--- src/rtl/snake_pkg.sv ---
// Shared snake game types: map tiles, coordinates and small helpers.
// Used by the collision engine and its verdict logic.
package snake_pkg;

  localparam int MAX_SNAKES = 4;

  typedef enum logic [1:0] {
    EMPTY = 2'd0,
    WALL  = 2'd1,
    POINT = 2'd2,
    SNAKE = 2'd3
  } tile_kind_e;

  typedef struct packed {
    tile_kind_e kind;
    logic [1:0] owner;
  } tile_t;

  typedef logic [5:0] coord_x_t;
  typedef logic [4:0] coord_y_t;

  function automatic logic [2:0] popcnt(
    input logic [MAX_SNAKES-1:0] v
  );
    logic [2:0] n;
    n = '0;
    for (int i = 0; i < MAX_SNAKES; i++)
      n = n + {2'b00, v[i]};
    return n;
  endfunction

endpackage

--- src/rtl/collision_verdict.sv ---
// Game verdict from one step's alive/died/length flags.
// Pure combinational so it can be exercised on its own.
module collision_verdict
  import snake_pkg::*;
#(
  parameter int NUM_SNAKES = 2,
  localparam int WW = $clog2(NUM_SNAKES)
) (
  input  logic [NUM_SNAKES-1:0] alive,
  input  logic [NUM_SNAKES-1:0] died,
  input  logic [NUM_SNAKES-1:0] len_hit,
  output logic                  winner_valid,
  output logic [WW-1:0]         winner,
  output logic                  draw
);

  logic [NUM_SNAKES-1:0] surv;
  logic [NUM_SNAKES-1:0] lng;
  logic [2:0]            n_alive;
  logic [2:0]            n_surv;
  logic [2:0]            n_long;
  logic [WW-1:0]         surv_idx;
  logic [WW-1:0]         long_idx;

  assign surv    = alive & ~died;
  assign lng     = surv & len_hit;
  assign n_alive = popcnt(MAX_SNAKES'(alive));
  assign n_surv  = popcnt(MAX_SNAKES'(surv));
  assign n_long  = popcnt(MAX_SNAKES'(lng));

  always_comb begin
    surv_idx = '0;
    long_idx = '0;
    for (int i = 0; i < NUM_SNAKES; i++) begin
      if (surv[i]) surv_idx = WW'(i);
      if (lng[i])  long_idx = WW'(i);
    end
  end

  // Mutual wipe-out beats a length win; two length wins tie.
  always_comb begin
    winner_valid = 1'b0;
    winner       = '0;
    draw         = 1'b0;
    if (surv == '0 && alive != '0) begin
      draw = 1'b1;
    end else if (lng != '0) begin
      if (n_long == 3'd1) begin
        winner_valid = 1'b1;
        winner       = long_idx;
      end else begin
        draw = 1'b1;
      end
    end else if (n_alive > 3'd1 && n_surv == 3'd1) begin
      winner_valid = 1'b1;
      winner       = surv_idx;
    end
  end

endmodule

--- src/rtl/collision_engine.sv ---
// Per-step collision and score judge for up to four snakes.
// Latches geometry, pairs heads, scans one map tile per snake, then resolves.
module collision_engine
  import snake_pkg::*;
#(
  parameter int NUM_SNAKES = 2,
  parameter int XW         = 6,
  parameter int YW         = 5,
  parameter int LW         = 8,
  parameter int MAX_LEN    = 64,
  localparam int WW = $clog2(NUM_SNAKES)
) (
  input  logic                     clk,
  input  logic                     rst,
  input  logic                     start,
  input  logic                     game_active,
  input  logic [NUM_SNAKES-1:0]    alive_in,
  input  logic [NUM_SNAKES*XW-1:0] head_x,
  input  logic [NUM_SNAKES*YW-1:0] head_y,
  input  logic [NUM_SNAKES*XW-1:0] tail_x,
  input  logic [NUM_SNAKES*YW-1:0] tail_y,
  input  logic [NUM_SNAKES*XW-1:0] otail_x,
  input  logic [NUM_SNAKES*YW-1:0] otail_y,
  input  logic [NUM_SNAKES*LW-1:0] len_nxt,
  output logic                     tile_rd_en,
  output logic [XW-1:0]            tile_rd_x,
  output logic [YW-1:0]            tile_rd_y,
  input  tile_t                    tile_rd_data,
  output logic                     busy,
  output logic                     done,
  output logic [NUM_SNAKES-1:0]    eaten,
  output logic [NUM_SNAKES-1:0]    died,
  output logic                     winner_valid,
  output logic [WW-1:0]            winner,
  output logic                     draw
);

  localparam logic [1:0] S_IDLE = 2'd0;
  localparam logic [1:0] S_PAIR = 2'd1;
  localparam logic [1:0] S_TILE = 2'd2;
  localparam logic [1:0] S_RES  = 2'd3;
  localparam int CW = $clog2(NUM_SNAKES + 1);

  logic [1:0]    state;
  logic [CW-1:0] cnt;
  logic          accept;

  logic [XW-1:0] hx_q [NUM_SNAKES];
  logic [YW-1:0] hy_q [NUM_SNAKES];
  logic [XW-1:0] tx_q [NUM_SNAKES];
  logic [YW-1:0] ty_q [NUM_SNAKES];
  logic [XW-1:0] ox_q [NUM_SNAKES];
  logic [YW-1:0] oy_q [NUM_SNAKES];
  logic [LW-1:0] ln_q [NUM_SNAKES];
  logic [NUM_SNAKES-1:0] alv_q;

  logic [NUM_SNAKES-1:0] bump_q, htail_q;
  logic [NUM_SNAKES-1:0] eat_q, wall_q, body_q;
  logic [NUM_SNAKES-1:0] bump_c, htail_c;
  logic [NUM_SNAKES-1:0] cap_sel;
  logic [NUM_SNAKES-1:0] died_c, eaten_c, len_hit;

  logic          cap_en;
  logic [XW-1:0] cap_hx;
  logic [YW-1:0] cap_hy;
  logic          hit_eat, hit_wall, hit_body;

  logic          vd_valid, vd_draw;
  logic [WW-1:0] vd_winner;

  assign accept = (state == S_IDLE) && start && game_active;

  always_ff @(posedge clk) begin
    if (accept) begin
      alv_q <= alive_in;
      for (int i = 0; i < NUM_SNAKES; i++) begin
        hx_q[i] <= head_x[i*XW +: XW];
        hy_q[i] <= head_y[i*YW +: YW];
        tx_q[i] <= tail_x[i*XW +: XW];
        ty_q[i] <= tail_y[i*YW +: YW];
        ox_q[i] <= otail_x[i*XW +: XW];
        oy_q[i] <= otail_y[i*YW +: YW];
        ln_q[i] <= len_nxt[i*LW +: LW];
      end
    end
  end

  // Head bumps are symmetric; own next tail counts as a hit too.
  always_comb begin
    bump_c  = '0;
    htail_c = '0;
    for (int i = 0; i < NUM_SNAKES; i++) begin
      for (int j = 0; j < NUM_SNAKES; j++) begin
        if (alv_q[j] && j != i &&
            hx_q[i] == hx_q[j] && hy_q[i] == hy_q[j])
          bump_c[i] = 1'b1;
        if (alv_q[j] &&
            hx_q[i] == tx_q[j] && hy_q[i] == ty_q[j])
          htail_c[i] = 1'b1;
      end
    end
  end

  assign tile_rd_en = (state == S_TILE) &&
                      (cnt < CW'(NUM_SNAKES));
  assign cap_en     = (state == S_TILE) && (cnt != '0);

  always_comb begin
    tile_rd_x = '0;
    tile_rd_y = '0;
    cap_hx    = '0;
    cap_hy    = '0;
    cap_sel   = '0;
    for (int i = 0; i < NUM_SNAKES; i++) begin
      if (cnt == CW'(i)) begin
        tile_rd_x = hx_q[i];
        tile_rd_y = hy_q[i];
      end
      if (cnt == CW'(i + 1)) begin
        cap_hx     = hx_q[i];
        cap_hy     = hy_q[i];
        cap_sel[i] = 1'b1;
      end
    end
  end

  // A body tile that is an old tail is vacated this step.
  always_comb begin
    hit_eat  = tile_rd_data.kind == POINT;
    hit_wall = tile_rd_data.kind == WALL;
    hit_body = 1'b0;
    for (int j = 0; j < NUM_SNAKES; j++) begin
      if (tile_rd_data.kind == SNAKE &&
          tile_rd_data.owner == 2'(j) && alv_q[j] &&
          (cap_hx != ox_q[j] || cap_hy != oy_q[j]))
        hit_body = 1'b1;
    end
  end

  always_comb begin
    for (int i = 0; i < NUM_SNAKES; i++)
      len_hit[i] = ln_q[i] == LW'(MAX_LEN);
  end

  assign died_c  = alv_q &
                   (bump_q | htail_q | wall_q | body_q);
  assign eaten_c = alv_q & eat_q & ~died_c;

  collision_verdict #(
    .NUM_SNAKES(NUM_SNAKES)
  ) u_verdict (
    .alive        (alv_q),
    .died         (died_c),
    .len_hit      (len_hit),
    .winner_valid (vd_valid),
    .winner       (vd_winner),
    .draw         (vd_draw)
  );

  always_ff @(posedge clk) begin
    if (rst) begin
      state        <= S_IDLE;
      cnt          <= '0;
      busy         <= 1'b0;
      done         <= 1'b0;
      eaten        <= '0;
      died         <= '0;
      winner_valid <= 1'b0;
      winner       <= '0;
      draw         <= 1'b0;
      bump_q       <= '0;
      htail_q      <= '0;
      eat_q        <= '0;
      wall_q       <= '0;
      body_q       <= '0;
    end else begin
      done <= 1'b0;
      case (state)
        S_IDLE: begin
          if (accept) begin
            state        <= S_PAIR;
            busy         <= 1'b1;
            eaten        <= '0;
            died         <= '0;
            winner_valid <= 1'b0;
            winner       <= '0;
            draw         <= 1'b0;
            eat_q        <= '0;
            wall_q       <= '0;
            body_q       <= '0;
          end
        end
        S_PAIR: begin
          bump_q  <= bump_c;
          htail_q <= htail_c;
          cnt     <= '0;
          state   <= S_TILE;
        end
        S_TILE: begin
          if (cap_en) begin
            for (int i = 0; i < NUM_SNAKES; i++) begin
              if (cap_sel[i]) begin
                eat_q[i]  <= hit_eat;
                wall_q[i] <= hit_wall;
                body_q[i] <= hit_body;
              end
            end
          end
          if (cnt == CW'(NUM_SNAKES)) begin
            state <= S_RES;
          end else begin
            cnt <= cnt + CW'(1);
          end
        end
        S_RES: begin
          died         <= died_c;
          eaten        <= eaten_c;
          winner_valid <= vd_valid;
          winner       <= vd_winner;
          draw         <= vd_draw;
          done         <= 1'b1;
          busy         <= 1'b0;
          state        <= S_IDLE;
        end
        default: state <= S_IDLE;
      endcase
    end
  end

endmodule
--- config.mk ---
export PLATFORM = sky130hd
export DESIGN_NAME = collision_engine
export DESIGN_NICKNAME = d
export VERILOG_FILES = /design/src/rtl/snake_pkg.sv /design/src/rtl/collision_verdict.sv /design/src/rtl/collision_engine.sv
export SDC_FILE = /design/constraint.sdc
export NUM_CORES = 1
export LEC_CHECK = 0
export ABC_CLOCK_PERIOD_IN_PS = 6200
export BUFFER_PORTS_ARGS = -buffer_cell sky130_fd_sc_hd__buf_2
export CAP_MARGIN = 10
export CORE_ASPECT_RATIO = 1.25
export CORE_UTILIZATION = 59
export CTS_CLUSTER_DIAMETER = 50
export DETAILED_ROUTE_END_ITERATION = 10
export PLACE_DENSITY_LB_ADDON = 0.2
export REMOVE_ABC_BUFFERS = 1
export SETUP_SLACK_MARGIN = 0.5
export SLEW_MARGIN = 15
export SYNTH_ARGS = -nofsm -noshare
export SYNTH_HDL_FRONTEND = slang
export SYNTH_SLANG_ARGS = --single-unit
--- constraint.sdc ---
create_clock -name clk -period 6.2 [get_ports clk]
set_clock_uncertainty 0.15 [all_clocks]
set_input_delay 0.31 -clock clk [delete_from_list [all_inputs] [get_ports clk]]
set_output_delay 0.31 -clock clk [all_outputs]
set_load 0.02 [all_outputs]
**After elaboration in Yosys (flattened, before gate mapping)**

Memory sizes are Yosys's and may differ from the RTL's.
Index checks and enable logic that the tools add are counted.

- Register bits after elaboration: 25
- Bits in writable memories: 82
- Bits of input ports: 92
- Output and inout bits: 21
- Logic and storage cells: 176
- Memories: 7

Memories:

| name | words | bits a word | rd ports | clocked after Yosys merged registers in | write ports | line | RTL |
|---|---|---|---|---|---|---|---|
| ln_q | 2 | 8 | 2 | 0 | 2 | collision_engine.sv:54 | `logic [LW-1:0] ln_q [NUM_SNAKES];` |
| hx_q | 2 | 6 | 2 | 0 | 2 | collision_engine.sv:48 | `logic [XW-1:0] hx_q [NUM_SNAKES];` |
| ox_q | 2 | 6 | 2 | 0 | 2 | collision_engine.sv:52 | `logic [XW-1:0] ox_q [NUM_SNAKES];` |
| tx_q | 2 | 6 | 2 | 0 | 2 | collision_engine.sv:50 | `logic [XW-1:0] tx_q [NUM_SNAKES];` |
| hy_q | 2 | 5 | 2 | 0 | 2 | collision_engine.sv:49 | `logic [YW-1:0] hy_q [NUM_SNAKES];` |
| oy_q | 2 | 5 | 2 | 0 | 2 | collision_engine.sv:53 | `logic [YW-1:0] oy_q [NUM_SNAKES];` |
| +1 memories | - | - | - | - | - | - |  |

- $add $sub $neg: 4
- $lt $le $gt $ge: 2
- Equality and inequality tests: 35
- Multiplexer cells: 60
- Bitwise logic cells: 9
- Reduce and logical (&&, ||, !) cells: 41

Operators by type and width:

| cell | number |
|---|---|
| 6-bit equality test | 6 |
| 1-bit two-way mux | 34 |
| 5-bit equality test | 6 |
| 1-bit logical AND | 24 |
| 6-bit two-way mux | 4 |
| 2-bit one-hot mux with 2 select lines | 6 |
| 5-bit two-way mux | 4 |
| 8-bit by 7-bit equality test with 1-bit output (second input constant) | 2 |
| 2-bit two-way mux | 7 |
| 6-bit inequality test | 2 |
| 2-bit nonzero test | 6 |
| 2-bit bitwise AND | 5 |
| 2-bit equality test (second input constant) | 5 |
| 2-bit inequality test (second input constant) | 5 |
| 5-bit inequality test | 2 |
| 2-bit by 1-bit equality test with 1-bit output (second input constant) | 4 |
| 2-bit zero test | 4 |
| 1-bit one-hot mux with 2 select lines | 4 |
| 2-bit one-hot mux with 4 select lines | 1 |
| 4-bit AND reduction | 2 |
| 1-bit by 1-bit adder with 2-bit output | 3 |
| 3-bit by 1-bit equality test with 1-bit output (second input constant) | 2 |
| 2-bit OR | 3 |
| 2-bit AND reduction | 3 |
| 6 further kinds | 7 |

**Depth between registers and ports, before layout**

- Depth after elaboration: 13
- Depth in mapped cells: 10
- Mapped depth without buffers: 10

**Hierarchy**

A second synthesis with hierarchy kept.

- Cells, all modules: 445
- Area, all modules: 5266.3 µm²

Modules (own cells, without submodules):

| module | times used | cells an instance | area an instance (µm²) | sequential area each (µm²) |
|---|---|---|---|---|
| collision_engine | 1 | 432 | 5163.7 | 2982.9 |
| collision_verdict | 1 | 13 | 102.6 | 0.0 |

**Least setup slack after synthesis**

No wires, ideal clock.

- Path type: reg2reg
- Start: register state[0]
- End: register eaten[0]
- Setup time: 0.065 ns
- Data arrival time: 3.381 ns
- Slack: 2.604 ns
- Cell stages (with the launch flop): 9
- Buffers on the path: 1
- Clock period less this slack: 3.596 ns
- Path through: dfxtp_1 > inv_1 > ha_1 > and3_1 > o21ai_1 > clkbuf_1 > nor3_1 > a21oi_1 > nor2_1

- Longest elaborated chain between the ends: 5
- Elaborated cells on any way between the ends: 8

RTL lines:

| item | line | RTL |
|---|---|---|
| start, declared | collision_engine.sv:44 | `logic [1:0] state;` |
| start signal, assigned | collision_engine.sv:162 | `state <= S_IDLE;` |
| start signal, assigned | collision_engine.sv:181 | `state <= S_PAIR;` |
| start signal, assigned | collision_engine.sv:197 | `state <= S_TILE;` |
| 2-bit zero test | collision_engine.sv:71 | `assign accept = (state == S_IDLE) && start && game_active;` |
| 1-bit logical AND (2 in series) | collision_engine.sv:71 |  |
| net accept | collision_engine.sv:46 | `logic accept;` |
| 2-bit inequality test (no source line) | - |  |
| 2-bit AND reduction (no source line) | - |  |
| end signal, assigned | collision_engine.sv:217 | `eaten <= eaten_c;` |
| end, declared | collision_engine.sv:31 | `output logic [NUM_SNAKES-1:0] eaten,` |

The timed path passes the listed nets, and every way through them passes these cells.
A chain may end at the register's enable or synchronous reset.

**Final worst setup path**

- Start: register cnt[1]
- End: output tile_rd_y[2]

- Longest elaborated chain between the ends: 3
- Elaborated cells on any way between the ends: 4

RTL lines:

| item | line | RTL |
|---|---|---|
| start, declared | collision_engine.sv:45 | `logic [CW-1:0] cnt;` |
| start signal, assigned | collision_engine.sv:212 | `cnt <= cnt + CW'(1);` |
| 2-bit zero test | collision_engine.sv:115 | `if (cnt == CW'(i)) begin` |
| 5-bit two-way mux | collision_engine.sv:115 |  |
| 5-bit two-way mux (*) | collision_engine.sv:115 |  |
| end, declared | collision_engine.sv:27 | `output logic [YW-1:0] tile_rd_y,` |

Every way passes the cells marked *; elsewhere a longest branch is shown, timed or not.

==> results_dict.tcl <==
set metrics [dict create \
    status "completed" \
    synth-seq-cells 107 \
    fin_setup_tns_ns 0 \
    dp_hpwl_mm 8.41 \
    grt_remaining_overflow 0 \
    postCtsHoldBufs 84 \
    antenna_found_initial 0 \
    clock_sinks 107 \
    post_cts_buffers 0 \
    max_freq_mhz 335 \
    numCtsBuffers 9 \
    die_w_um 87.4 \
    cp_data_arrival_time_ns 2.53 \
    final_util_pct 80.0 \
    h-tree-depth 3 \
    max_stage_delay_ns 0.74 \
    netlist_area_um2 5380 \
    reg2reg_depth 8 \
    cp-start-kind "flip-flop" \
    critical_path_class "reg2out" \
    drv_cap 0 \
    grt_pass1_vias 4472 \
    ir_worst_vdd_v 0.000275 \
    synth_edf_count 84 \
    cpLargestDelayFamily "simple AND/OR/NAND/NOR gates" \
    r2r_end "body_q[1]" \
    clockRootBuffer "clkbuf_8" \
    p_total_uw 2110 \
    hp-class "in2reg" \
    crit_slowest_cell "nor2b_1" \
    ys_warn_count 0 \
    dr.pass1.iters 5 \
    cts_resized 0 \
    worst_setup_path_end_kind "output port" \
    r2r_setup_slack_ns 3.50 \
    rsz0062_at_grt "false" \
    synth-async-reset-ratio_pct 0 \
    fp-row-count 38 \
    wl_mm 13.9 \
    grt.total_usage_pct 30.7 \
    synth_largest_area_cell "edfxtp_1" \
    drtIter0Drc 265 \
    core_area_um2 8750 \
    vias_per_cell 5.68 \
    min_to "eat_q[0]" \
    n_antenna_cell 0 \
    wl_per_cell_um 18.2 \
    hold_depth 4 \
    yosysUniqueCellTypes 53 \
    tightest_slew_ns 1.05 \
    initial_utilization_pct 61.4 \
    drv_slew 0 \
    cp_data_required_time_ns 5.74 \
    cp_cell_sequence "inv_1, ha_1, buf_4, nor2b_1, a22o_1, buf_2" \
    min_period_over_period_pct 48.1 \
    seq_area_frac_synth_pct 55.5 \
    die_height_um 109 \
    r2r-start "cnt[0]" \
    power_leakage_uw 0.00258 \
    hp-start "tile_rd_data[2]" \
    grt_pass1_wl_mm 21.3 \
    power.density_nw_per_um2 301 \
    syn_inst 467 \
    synth_flop_cell "edfxtp_1" \
    clk_path_buf_depth 2 \
    path_buf_inv 3 \
    setup_viol 0 \
    clock_latency_ns 0.39 \
    cts_tree "yes" \
    nFillCells 577 \
    postSynthAreaPerCell_um2 11.5 \
    die-area_um2 9500 \
    nets 743 \
    syn_to_final_growth_pct 30.2 \
    io_pins 113 \
    grt_max_degree 45 \
    clk_pin_slew_ns 0.10 \
    place_congestion 0.867 \
    vias 4342 \
    hold_viol 0 \
    netlist.area_leader.share_pct 46.9 \
    path_max_fanout 40 \
    max_slew_margin_pct 30.1 \
    synth.area.top_cells "edfxtp_1, xnor2_1, dfxtp_1" \
    drcViolationCount 0 \
    drtAntennaViolNets 0 \
    finalCriticalPeriod_ns 2.99 \
    io_buffers 112 \
    layout-drive-gt1-share_pct 21.7 \
]
-- synthesized netlist by cell type, drive strengths merged (2+ instances only) --
| master | number |
|---|---|
| a211oi | 2 |
| a21oi | 25 |
| a22o | 11 |
| a31oi | 2 |
| a32oi | 2 |
| and3 | 7 |
| and4b | 2 |
| buf | 10 |
| clkbuf | 26 |
| dfxtp | 23 |
| edfxtp | 84 |
| ha | 11 |
| inv | 9 |
| mux2i | 6 |
| nand2 | 29 |
| nand3 | 7 |
| nand3b | 6 |
| nand4 | 23 |
| nor2 | 36 |
| nor2b | 5 |
| nor3 | 10 |
| nor3b | 2 |
| nor4 | 5 |
| nor4b | 2 |
| nor4bb | 5 |
| o21a | 2 |
| o21ai | 19 |
| o311ai | 3 |
| or3 | 2 |
| xnor2 | 70 |
| xor2 | 8 |
-- cells in the final DEF, fill, tap and decap left out, types with 2 or more instances in the layout --
cell / n
buf_2: 112
edfxtp_1: 84
dlygate4sd3_1: 84
xnor2_1: 70
nor2_1: 36
nand2_1: 29
a21oi_1: 24
nand4_1: 23
dfxtp_1: 23
o21ai_1: 13
ha_1: 11
a22o_1: 10
nor3_1: 10
clkbuf_8: 9
inv_1: 8
nand3_1: 7
xor2_1: 7
mux2i_1: 6
o21ai_0: 6
nand3b_1: 6
and3_1: 6
nor2b_1: 5
nor4bb_1: 5
nor4_1: 4
o311ai_1: 3
nor4b_1: 2
o21a_1: 2
or3_1: 2
a32oi_1: 2
nor3b_1: 2
and4b_1: 2
a211oi_1: 2
a31oi_1: 2
inv_8: 2
bufinv_16: 2
buf_4: 2
-- worst max path at each step --
| stage | from | cells after the start | to |
|---|---|---|---|
| floorplan | state[0] | 7 | died[0] |
| global placement | cnt[0] | 8 | body_q[1] |
| detailed placement | cnt[0] | 8 | body_q[1] |
| CTS | cnt[1] | 6 | tile_rd_x[3] |
| global route | cnt[1] | 6 | tile_rd_y[2] |
| finish | cnt[1] | 6 | tile_rd_y[2] |
-- flip-flops by register name, indices dropped and copies added, names as in the netlist, 10 cells and up --
name	count
ty_q	10
oy_q	10
tx_q	12
hy_q	10
ox_q	12
ln_q	16
hx_q	12
-- worst min-delay path, delay by kind of cell --
kind | cells | cell delay (ns)
mux | 1 | 0.13
simple gates | 2 | 0.10
buf+inv | 1 | 0.09
-- stage by stage --
step / instances / instance area (um^2) / setup WS [ns] / hold WS (ns)
final: 765 / 7000 / 3.21 / 0.132
after global routing: 765 / 7000 / 3.11 / 0.133
after floorplan: 431 / 5190 / 2.28 / 0.229
after global placement: 665 / 5920 / 3.71 / 0.286
after detailed placement: 665 / 5920 / 3.57 / 0.298
after CTS: 765 / 7000 / 3.31 / 0.125
-- area by class of cell --
type	count	area, um^2	share of cell area [%]
flip-flops and latches	107	2980	42.6
multi-input cells	315	2180	31.2
repair buffers	198	1420	20.2
well taps	120	150	2.15
clock buffers	9	124	1.77
clock inverters	7	108	1.54
inverters	9	33.8	0.483
-- power by group --
part / internal [uW] / switching (uW) / leakage [uW] / total, uW
logic: 270 / 332 / 0.00150 / 602
registers: 886 / 122 / 0.000966 / 1010
clock network: 235 / 261 / 0.000114 / 497
-- kinds of logic after synthesis --
logic type,Yosys count,share of synthesized area [%]
compound gates,77,9.57
mux,6,1.12
simple gates,143,14.2
xor+xnor,78,13.1
flops,107,55.5
buf+inv,45,4.00
fa+ha+maj,11,2.56
-- layer usage --
metal	part of all wire, %	track usage, %	vias to the layer above
met5	0	0	-
met4	3.2	15.8	0
met3	6.3	7.04	42
met2	53	56.7	192
met1	37	32.0	2070
li1	-	-	2038
No activity file was read; power rests on OpenSTA's default activity.
